<file path="config.mk">
export PLATFORM = sky130hd
export DESIGN_NAME = enc_chk_lane
export DESIGN_NICKNAME = d
export VERILOG_FILES = /design/src/rtl/tx_8b10b_stream_checker_pkg.sv /design/src/rtl/tx_8b10b_stream_checker_lane.sv
export SDC_FILE = /design/constraint.sdc
export NUM_CORES = 1
export LEC_CHECK = 0
export CORE_UTILIZATION = 45
export DETAILED_ROUTE_END_ITERATION = 16
export PLACE_DENSITY = 0.66
export SYNTH_ARGS = -nofsm -noshare
export SYNTH_HDL_FRONTEND = slang
export SYNTH_SLANG_ARGS = --single-unit
</file>
<file path="constraint.sdc">
create_clock -name clk -period 14.4 [get_ports clk]
set_input_delay 2.88 -clock clk [delete_from_list [all_inputs] [get_ports clk]]
set_output_delay 2.88 -clock clk [all_outputs]
set_load 0.005 [all_outputs]
</file>
<file path="src/rtl/tx_8b10b_stream_checker_pkg.sv">
// Shared types, comma patterns and helpers for the 8b/10b TX stream checker.
package enc_chk_pkg;

    typedef enum logic [1:0] {
        LOS  = 2'd0,
        ACQ  = 2'd1,
        SYNC = 2'd2
    } lane_state_e;

    // Leading seven bits of K28.1/K28.5/K28.7 in either disparity.
    localparam logic [6:0] COMMA_P = 7'b0011111;
    localparam logic [6:0] COMMA_N = 7'b1100000;

    function automatic logic [3:0] popcount10(input logic [9:0] w);
        logic [3:0] n;
        n = '0;
        for (int i = 0; i < 10; i++) begin
            n = n + {3'b000, w[i]};
        end
        return n;
    endfunction

endpackage

</file>
<file path="src/rtl/tx_8b10b_stream_checker_lane.sv">
// Single-lane checker: running disparity, cross-word run length, comma detect,
// sync FSM and saturating error counter.
module enc_chk_lane
    import enc_chk_pkg::*;
#(
    parameter int unsigned MAX_RUN    = 5,
    parameter int unsigned SYNC_WORDS = 4,
    parameter int unsigned BAD_LIMIT  = 3,
    parameter int unsigned GOOD_CLEAR = 8,
    parameter int unsigned CNT_W      = 16
) (
    input  logic             clk,
    input  logic             rst_n,
    input  logic             valid,
    input  logic [9:0]       word,
    input  logic             cnt_clear,
    output logic             rd_err,
    output logic             run_err,
    output logic             comma_det,
    output lane_state_e      state,
    output logic             rd_cur,
    output logic [CNT_W-1:0] err_cnt
);

    localparam int unsigned RUN_W    = $clog2(MAX_RUN + 2);
    localparam int unsigned GOOD_MAX = (SYNC_WORDS > GOOD_CLEAR) ? SYNC_WORDS : GOOD_CLEAR;
    localparam int unsigned GOOD_W   = $clog2(GOOD_MAX + 1);
    localparam int unsigned BAD_W    = $clog2(BAD_LIMIT + 1);

    logic [3:0]       ones;
    logic             rd_err_c;
    logic             rd_nxt;
    logic             run_err_c;
    logic [RUN_W-1:0] run_nxt;
    logic             last_nxt;
    logic             comma_c;
    logic             err_word;

    logic [RUN_W-1:0]  run_cnt;
    logic              last_bit;
    logic [GOOD_W-1:0] good_cnt;
    logic [BAD_W-1:0]  bad_cnt;

    assign ones     = popcount10(word);
    assign comma_c  = (word[9:3] == COMMA_P) || (word[9:3] == COMMA_N);
    assign err_word = rd_err_c || run_err_c;

    // Only 4, 5 or 6 ones are legal; an illegal word still re-seeds RD from its sign.
    always_comb begin
        // NOTE: every combinational output gets a default first so no path leaves it unassigned (no latch).
        rd_nxt   = rd_cur;
        rd_err_c = (ones < 4'd4) || (ones > 4'd6) ||
                   ((ones == 4'd6) && rd_cur) || ((ones == 4'd4) && !rd_cur);
        if (ones > 4'd5) begin
            rd_nxt = 1'b1;
        end else if (ones < 4'd5) begin
            rd_nxt = 1'b0;
        end
    end

    // Run scan in transmit order, seeded from the previous word's trailing run.
    always_comb begin
        run_nxt   = run_cnt;
        last_nxt  = last_bit;
        run_err_c = 1'b0;
        for (int i = 9; i >= 0; i--) begin
            if ((run_nxt != '0) && (word[i] == last_nxt)) begin
                if (run_nxt != RUN_W'(MAX_RUN + 1)) begin
                    run_nxt = run_nxt + 1'b1;
                end
            end else begin
                run_nxt = RUN_W'(1);
            end
            last_nxt = word[i];
            if (run_nxt > RUN_W'(MAX_RUN)) begin
                run_err_c = 1'b1;
            end
        end
    end

    always_ff @(posedge clk or negedge rst_n) begin
        if (!rst_n) begin
            rd_err    <= 1'b0;
            run_err   <= 1'b0;
            comma_det <= 1'b0;
            state     <= LOS;
            rd_cur    <= 1'b0;
            run_cnt   <= '0;
            last_bit  <= 1'b0;
            good_cnt  <= '0;
            bad_cnt   <= '0;
            err_cnt   <= '0;
        end else begin
            // NOTE: state registers use non-blocking assignments so every update sees pre-edge values.
            rd_err    <= 1'b0;
            run_err   <= 1'b0;
            comma_det <= 1'b0;
            if (valid) begin
                rd_err    <= rd_err_c;
                run_err   <= run_err_c;
                comma_det <= comma_c;
                rd_cur    <= rd_nxt;
                run_cnt   <= run_nxt;
                last_bit  <= last_nxt;
                unique case (state)
                    LOS: begin
                        if (comma_c) begin
                            state    <= ACQ;
                            good_cnt <= '0;
                            bad_cnt  <= '0;
                        end
                    end
                    ACQ: begin
                        if (err_word) begin
                            state <= LOS;
                        end else if (good_cnt == GOOD_W'(SYNC_WORDS - 1)) begin
                            state    <= SYNC;
                            good_cnt <= '0;
                            bad_cnt  <= '0;
                        end else begin
                            good_cnt <= good_cnt + 1'b1;
                        end
                    end
                    SYNC: begin
                        if (err_word) begin
                            good_cnt <= '0;
                            if (bad_cnt == BAD_W'(BAD_LIMIT - 1)) begin
                                state   <= LOS;
                                bad_cnt <= '0;
                            end else begin
                                bad_cnt <= bad_cnt + 1'b1;
                            end
                        end else if (good_cnt == GOOD_W'(GOOD_CLEAR - 1)) begin
                            good_cnt <= '0;
                            bad_cnt  <= '0;
                        end else begin
                            good_cnt <= good_cnt + 1'b1;
                        end
                    end
                    default: state <= LOS;
                endcase
            end
            // Clear wins over a same-cycle increment; FSM, RD and run state are unaffected.
            if (cnt_clear) begin
                err_cnt <= '0;
            end else if (valid && err_word && (state != LOS) && (err_cnt != '1)) begin
                err_cnt <= err_cnt + 1'b1;
            end
        end
    end

endmodule

</file>
==> impl_metrics.py, run 1 <==
metrics = {
    "outcome": {
        "status": "completed",
    },
    "finish": {
        "multi_input_area_sq_um": 2860,
        "fillers": 783,
        "final_cell_mix": "ha_1 (54), inv_1 (53), nor2_1 (38)",
        "seqCellArea_sq_um": 801,
        "stdcell_count": 600,
        "fin_area_sq_um": 4480,
        "layout_commonest_cell": "ha_1",
        "syn_to_final_growth_pct": 16.4,
        "drive_above_1_share_pct": 10.3,
        "fin_nets": 568,
        "n_antenna_cell": 0,
    },
    "setup_path": {
        "crit_top_cell": "ha_1",
        "path_buf_inv": 9,
        "critPathKind": "in -> reg",
        "crit_required_ns": 14.57,
        "cp.arrival_ns": 13.79,
        "cp_slowest_cell": "clkdlybuf4s50_1",
        "cp-start-kind": "primary input",
        "crit_family": "compound AO/OA/AOI/OAI gates",
        "end_kind": "flip-flop",
        "crit_fanout": 12,
        "critical_path.max_stage_delay_ns": 0.53,
    },
    "timing": {
        "relSlewSlack_pct": 16.3,
        "finalCriticalPeriod_ns": 13.62,
        "final_max_slew_viol_count": 0,
        "finalSetupViolCount": 0,
        "finalCritPeriodShare_pct": 94.6,
        "fmaxAchievable_mhz": 73.4,
        "tns_ns": 0,
        "timing.hold.ws_ns": 0.513,
        "worst_pin_slew_ns": 1.26,
        "fin_worst_skew_ns": 0.00835,
        "hold_viol_final": 0,
    },
    "drt": {
        "ant_nets": 0,
        "avgRoutedWirePerCell_um": 14.6,
        "top_layer_used": "met4",
        "totalWireLength_um": 8760,
        "wl_met1_um": 4070,
        "vias_per_cell": 5.51,
        "route.detailed.drc": 0,
        "vias": 3307,
        "drt_iter0_drc": 133,
        "drt_pass1_iterations": 4,
        "dr_wl_met2_um": 4440,
        "wl_met3_um": 189,
    },
    "cts": {
        "clkSlewWorstSetupHoldPaths_ns": 0.08,
        "postCtsHoldBufs": 0,
        "clock_latency_ns": 0.29,
        "clock_sinks": 32,
        "numCtsBuffers": 5,
        "cts_buffer_depth": 2,
        "htree_levels": 2,
        "cts_tree": "done",
        "root_buffer": "clkbuf_8",
    },
    "synthesis": {
        "yosysWarnings": 0,
        "seq_area_frac_synth_pct": 20.8,
        "ys_types": 67,
        "syn_area_sq_um": 3850,
        "avgSynthCellArea_sq_um": 8.50,
        "synthCells": 453,
        "ys_ff_latch": 32,
        "ys.flop_type": "dfrtp_1",
        "async_flop_share_pct": 100,
        "synth-edff-count": 0,
        "synth_nets": 527,
    },
    "power": {
        "p_leak_uw": 0.00206,
        "power_uw": 872,
        "vdd_drop_max_uv": 119,
        "p_per_area_nw_per_um2": 195,
    },
    "grt": {
        "antenna_found_initial": 0,
        "overflow": 0,
        "grt_max_degree": 33,
        "grt_usage_pct": 20.4,
        "grt_pass1_wl_um": 14500,
        "grt_pass1_vias": 3188,
    },
    "placed_design": {
        "io_buffers": 35,
        "gp_congestion": 0.921,
        "placed_area_sq_um": 4310,
        "dp.cells": 589,
        "dp_hpwl_um": 6990,
    },
    "die": {
        "chipWidth_um": 94.5,
        "ios": 36,
        "rows": 33,
        "core_sq_um": 8260,
        "dieArea_sq_um": 8930,
        "initial_core_util_pct": 46.6,
        "die_y_um": 94.5,
    },
    "min_path": {
        "min_path_type": "reg -> reg",
    },
    "run": {
        "maxCapViolations": 0,
    },
}
-- synth_stat cells, types with 2 or more instances --
| library cell | instances | area (sq um) |
|---|---|---|
| a211o_1 | 4 | 35.0 |
| a211oi_1 | 10 | 75.1 |
| a211oi_2 | 2 | 25.0 |
| a21bo_2 | 4 | 40.0 |
| a21boi_0 | 2 | 15.0 |
| a21oi_1 | 18 | 90.1 |
| a21oi_2 | 2 | 17.5 |
| a22o_1 | 2 | 17.5 |
| a22oi_1 | 2 | 15.0 |
| a31o_2 | 3 | 26.3 |
| a31oi_1 | 4 | 25.0 |
| and2_1 | 4 | 25.0 |
| and3_1 | 14 | 87.6 |
| clkbuf_1 | 4 | 15.0 |
| dfrtp_1 | 32 | 801 |
| fa_1 | 6 | 120 |
| ha_1 | 54 | 676 |
| inv_1 | 53 | 199 |
| mux2_1 | 6 | 67.6 |
| mux2_2 | 6 | 67.6 |
| mux2i_1 | 11 | 110 |
| nand2_1 | 24 | 90.1 |
| nand2b_1 | 12 | 75.1 |
| nand3_1 | 23 | 115 |
| nand3b_1 | 3 | 22.5 |
| nand4_1 | 7 | 43.8 |
| nor2_1 | 38 | 143 |
| nor2b_1 | 13 | 81.3 |
| nor3_1 | 4 | 20.0 |
| nor3b_1 | 5 | 37.5 |
| o21ai_0 | 22 | 110 |
| o21ai_1 | 5 | 25.0 |
| o22ai_1 | 2 | 12.5 |
| o31ai_1 | 2 | 15.0 |
| or2_2 | 2 | 12.5 |
| or3_1 | 4 | 25.0 |
| xnor2_1 | 10 | 87.6 |
| xor2_1 | 5 | 43.8 |
-- worst register-to-register path: cells and delay by family, from the launching register on --
family,cells,cell delay [ns]
buffers and inverters,10,1.24
DFF,1,0.47
AOI/OAI and AO/OA,19,3.69
adders and majority gates,10,2.01
muxes,4,0.77
and+or+nand+nor,16,3.12
-- per-stage QoR --
step	util, %	worst slack [ns]
2_1_floorplan	-	1.74
3_3_place_gp	52.2	0.428
3_5_place_dp	52.2	-0.0193
4_1_cts	53.4	0.220
5_1_grt	54.3	-0.0371
6_report	54.3	0.781
-- power breakdown --
group          leakage, uW  internal (uW)  switching, uW
clock network    0.0000404           34.2           37.1
registers         0.000431            108           19.0
logic              0.00159            276            398
-- per-layer routing --
metal	vias up	global-route usage [%]
met2	30	36.9
met3	8	3.30
met5	-	0
met1	1605	25.9
met4	0	3.16
li1	1664	-
-- what timing repair did --
| action | in CTS | in global routing |
|---|---|---|
| gates resized for setup | 0 | 14 |
| setup endpoints to repair | 0 | 25 |
| buffers inserted | 0 | 3 |
-- state kept, by name, summed over array words and instances (netlist names) --
register / count
bad_cnt: 2
comma_det: 1
err_cnt: 16
good_cnt: 4
last_bit: 1
rd_cur: 1
rd_err: 1
run_cnt: 3
run_err: 1
state: 2
-- path summary, 6_finish.rpt --
kind                                        start                       to  slack (ns)  depth (start not counted)
min in group asynchronous                   rst_n  err_cnt[11]$_DFFE_PN0P_        2.99                          2
hold reg to reg            bad_cnt[1]$_DFFE_PN0P_   bad_cnt[1]$_DFFE_PN0P_        0.51                          1
max in group asynchronous                   rst_n   bad_cnt[0]$_DFFE_PN0P_       11.10                          2
hold / removal             bad_cnt[1]$_DFFE_PN0P_   bad_cnt[1]$_DFFE_PN0P_        0.51                          1
setup / recovery                          word[9]  err_cnt[14]$_DFFE_PN0P_        0.78                         55
setup reg to reg           run_cnt[0]$_DFFE_PN0P_  err_cnt[14]$_DFFE_PN0P_        2.99                         59
-- final cells by class --
type                            count  area share [%]
Inverter                           54            4.52
Timing Repair Buffer               41            8.82
Tap cell                          105            2.93
Clock buffer                        5            1.54
Multi-Input combinational cell    360            63.8
Clock inverter                      3           0.531
Sequential cell                    32            17.9
-- kinds of logic after synthesis --
group | after synthesis | synth area share (%)
flops | 32 | 20.8
mux | 25 | 7.35
xor+xnor | 17 | 4.26
fa+ha+maj | 60 | 20.7
simple gates | 160 | 22.1
buf+inv | 61 | 6.27
compound gates | 98 | 18.6
No activity file was read; power rests on OpenSTA's default activity.
==> run 2, diff against run 1 <==
Clock period 14.4 ns to 13.2 ns, I/O delays scaled along.
==> run 2 against run 1 <==
Global-route usage shrank 0.69 points. Critical path depth is 3 higher. Clock power is 13% higher. Worst hold slack got worse by 0.021 ns. Largest power group unchanged. Total power grew 19%. Sequential power up 9%. Die area unchanged. Combinational power rose by 21%. Via count increased by 2.8%. Sequential cell count did not move. Highest routed layer unchanged. Sequential share of layout area is 0.68 points lower.
==> impl_metrics.py, run 2 (synthesized netlist as in run 1, its figures left out) <==
metrics = {
    "finish": {
        "final_cell_mix": "ha_1 (54), inv_1 (53), nor2_1 (35)",
        "fin_nets": 583,
        "syn_to_final_growth_pct": 21.0,
        "largest_reg_flops": 16,
        "n_antenna_cell": 0,
        "stdcell_count": 615,
        "drive_above_1_share_pct": 15.1,
        "top_regs": "err_cnt (16), good_cnt (4), run_cnt (3)",
        "fin_util_pct": 56.4,
        "fillers": 788,
        "top_register": "err_cnt",
        "layout_commonest_cell": "ha_1",
    },
    "cts": {
        "clock_sinks": 32,
        "clkSlewWorstSetupHoldPaths_ns": 0.08,
        "clock_latency_ns": 0.28,
        "cts_tree": "done",
        "cts_buffer_depth": 2,
        "root_buffer": "clkbuf_8",
        "htree_levels": 2,
        "numCtsBuffers": 5,
    },
    "setup_path": {
        "path_buf_inv": 10,
        "crit_fanout": 10,
        "crit_top_cell": "ha_1",
        "cp-startpoint": "word[9]",
        "crit_family": "compound AO/OA/AOI/OAI gates",
        "critical_path.max_stage_delay_ns": 0.38,
        "critPathKind": "in -> reg",
        "cp-start-kind": "primary input",
        "r2r-start": "run_cnt[0]$_DFFE_PN0P_",
        "end_kind": "flip-flop",
        "crit_required_ns": 13.40,
        "cp_slowest_cell": "nor4_4",
        "cp.arrival_ns": 12.56,
        "r2r_cells": 59,
        "path_depth": 58,
    },
    "die": {
        "dieArea_sq_um": 8930,
        "rows": 33,
        "die_y_um": 94.5,
        "ios": 36,
        "core_sq_um": 8260,
        "chipWidth_um": 94.5,
        "initial_core_util_pct": 46.6,
    },
    "timing": {
        "finalCritPeriodShare_pct": 93.6,
        "finalSetupViolCount": 0,
        "worst_pin_slew_ns": 0.870,
        "tns_ns": 0,
        "fin_worst_skew_ns": 0.00813,
        "final_max_slew_viol_count": 0,
        "rsz0062_at_grt": "false",
        "fmaxAchievable_mhz": 80.9,
        "hold_viol_final": 0,
        "finalCriticalPeriod_ns": 12.36,
        "relSlewSlack_pct": 41.3,
    },
    "drt": {
        "drt_pass1_iterations": 4,
        "drt_iter0_drc": 105,
        "vias_per_cell": 5.53,
        "ant_nets": 0,
        "totalWireLength_um": 8760,
        "route.detailed.drc": 0,
        "vias": 3398,
        "avgRoutedWirePerCell_um": 14.2,
    },
    "power": {
        "intPower_uw": 524,
        "vdd_drop_max_uv": 113,
        "switching_share_pct": 49.4,
        "p_clk_share_pct": 7.8,
        "comb_power_share_pct": 78.8,
        "p_per_area_nw_per_um2": 222,
        "switching_power_uw": 512,
        "p_seq_share_pct": 13.4,
        "p_leak_uw": 0.00216,
    },
    "grt": {
        "antenna_found_initial": 0,
        "overflow": 0,
        "grt_pass1_wl_um": 14200,
        "grt_max_degree": 33,
        "grt_usage_pct": 19.7,
        "grt_pass1_vias": 3113,
    },
    "placed_design": {
        "dp_hpwl_um": 6730,
        "gp_congestion": 0.820,
        "dp.cells": 597,
        "io_buffers": 35,
    },
    "min_path": {
        "hold_depth": 1,
        "min_path_type": "reg -> reg",
        "min_from": "bad_cnt[1]$_DFFE_PN0P_",
    },
    "run": {
        "maxCapViolations": 0,
    },
    "outcome": {
        "status": "completed",
    },
}
==> run 2: cell types whose count changed in the layout (fill, tap and decap cells not counted), moves of 3 or more <==
cell,before,now
a21oi_2,0,3
nor2_1,38,35
buf_4,6,20
nor2_2,0,3
==> run 2: power groups by stage <==
stage | registers (uW) | clock network, uW | logic [uW]
6_report | 139 | 80.7 | 817
2_1_floorplan | 136 | 0 | 541
3_5_place_dp | 140 | 0 | 712
5_1_grt | 142 | 87.4 | 907
3_3_place_gp | 139 | 0 | 696
4_1_cts | 138 | 82.3 | 721
==> run 2: metrics by stage <==
stage	power (uW)	instance area (sq um)	setup slack, ns	hold WS (ns)
CTS	941	4480	0.00236	0.493
global route	1140	4660	0.0910	0.523
detailed placement	852	4370	-0.696	0.488
floorplan	677	3850	0.777	0.461
global placement	835	4370	-0.230	0.486
finish	1040	4660	0.841	0.493
==> run 2: worst paths after layout <==
kind | to | slack [ns]
min in group asynchronous | err_cnt[13]$_DFFE_PN0P_ | 2.75
max in group asynchronous | err_cnt[3]$_DFFE_PN0P_ | 10.13
hold / removal | bad_cnt[0]$_DFFE_PN0P_ | 0.49
setup reg to reg | good_cnt[3]$_DFFE_PN0P_ | 2.59
setup / recovery | good_cnt[3]$_DFFE_PN0P_ | 0.84
hold reg to reg | bad_cnt[0]$_DFFE_PN0P_ | 0.49
==> run 2: cell type report <==
| cell class | count | area, sq um | area share, % |
|---|---|---|---|
| Clock buffer | 6 | 82.6 | 1.77 |
| Clock inverter | 2 | 15.0 | 0.322 |
| Inverter | 54 | 203 | 4.35 |
| Multi-Input combinational cell | 360 | 2910 | 62.5 |
| Sequential cell | 32 | 801 | 17.2 |
| Tap cell | 105 | 131 | 2.82 |
| Timing Repair Buffer | 56 | 514 | 11.0 |
==> run 2: routing by layer <==
layer / up-vias / GRT usage [%] / share of wire, %
li1: 1686 / - / -
met1: 1650 / 27.6 / 47
met2: 56 / 33.0 / 48
met3: 6 / 2.58 / 3.6
met4: 0 / 3.03 / 0.63
met5: - / 0 / 0
==> run 2: timing repair <==
item / in CTS / in global routing
setup buffers: 0 / 10
resized for setup: 5 / 23
pin swaps: 0 / 7
setup endpoints to repair: 24 / 25
endpoints found under the hold margin: 0 / 0
hold buffers: 0 / 0
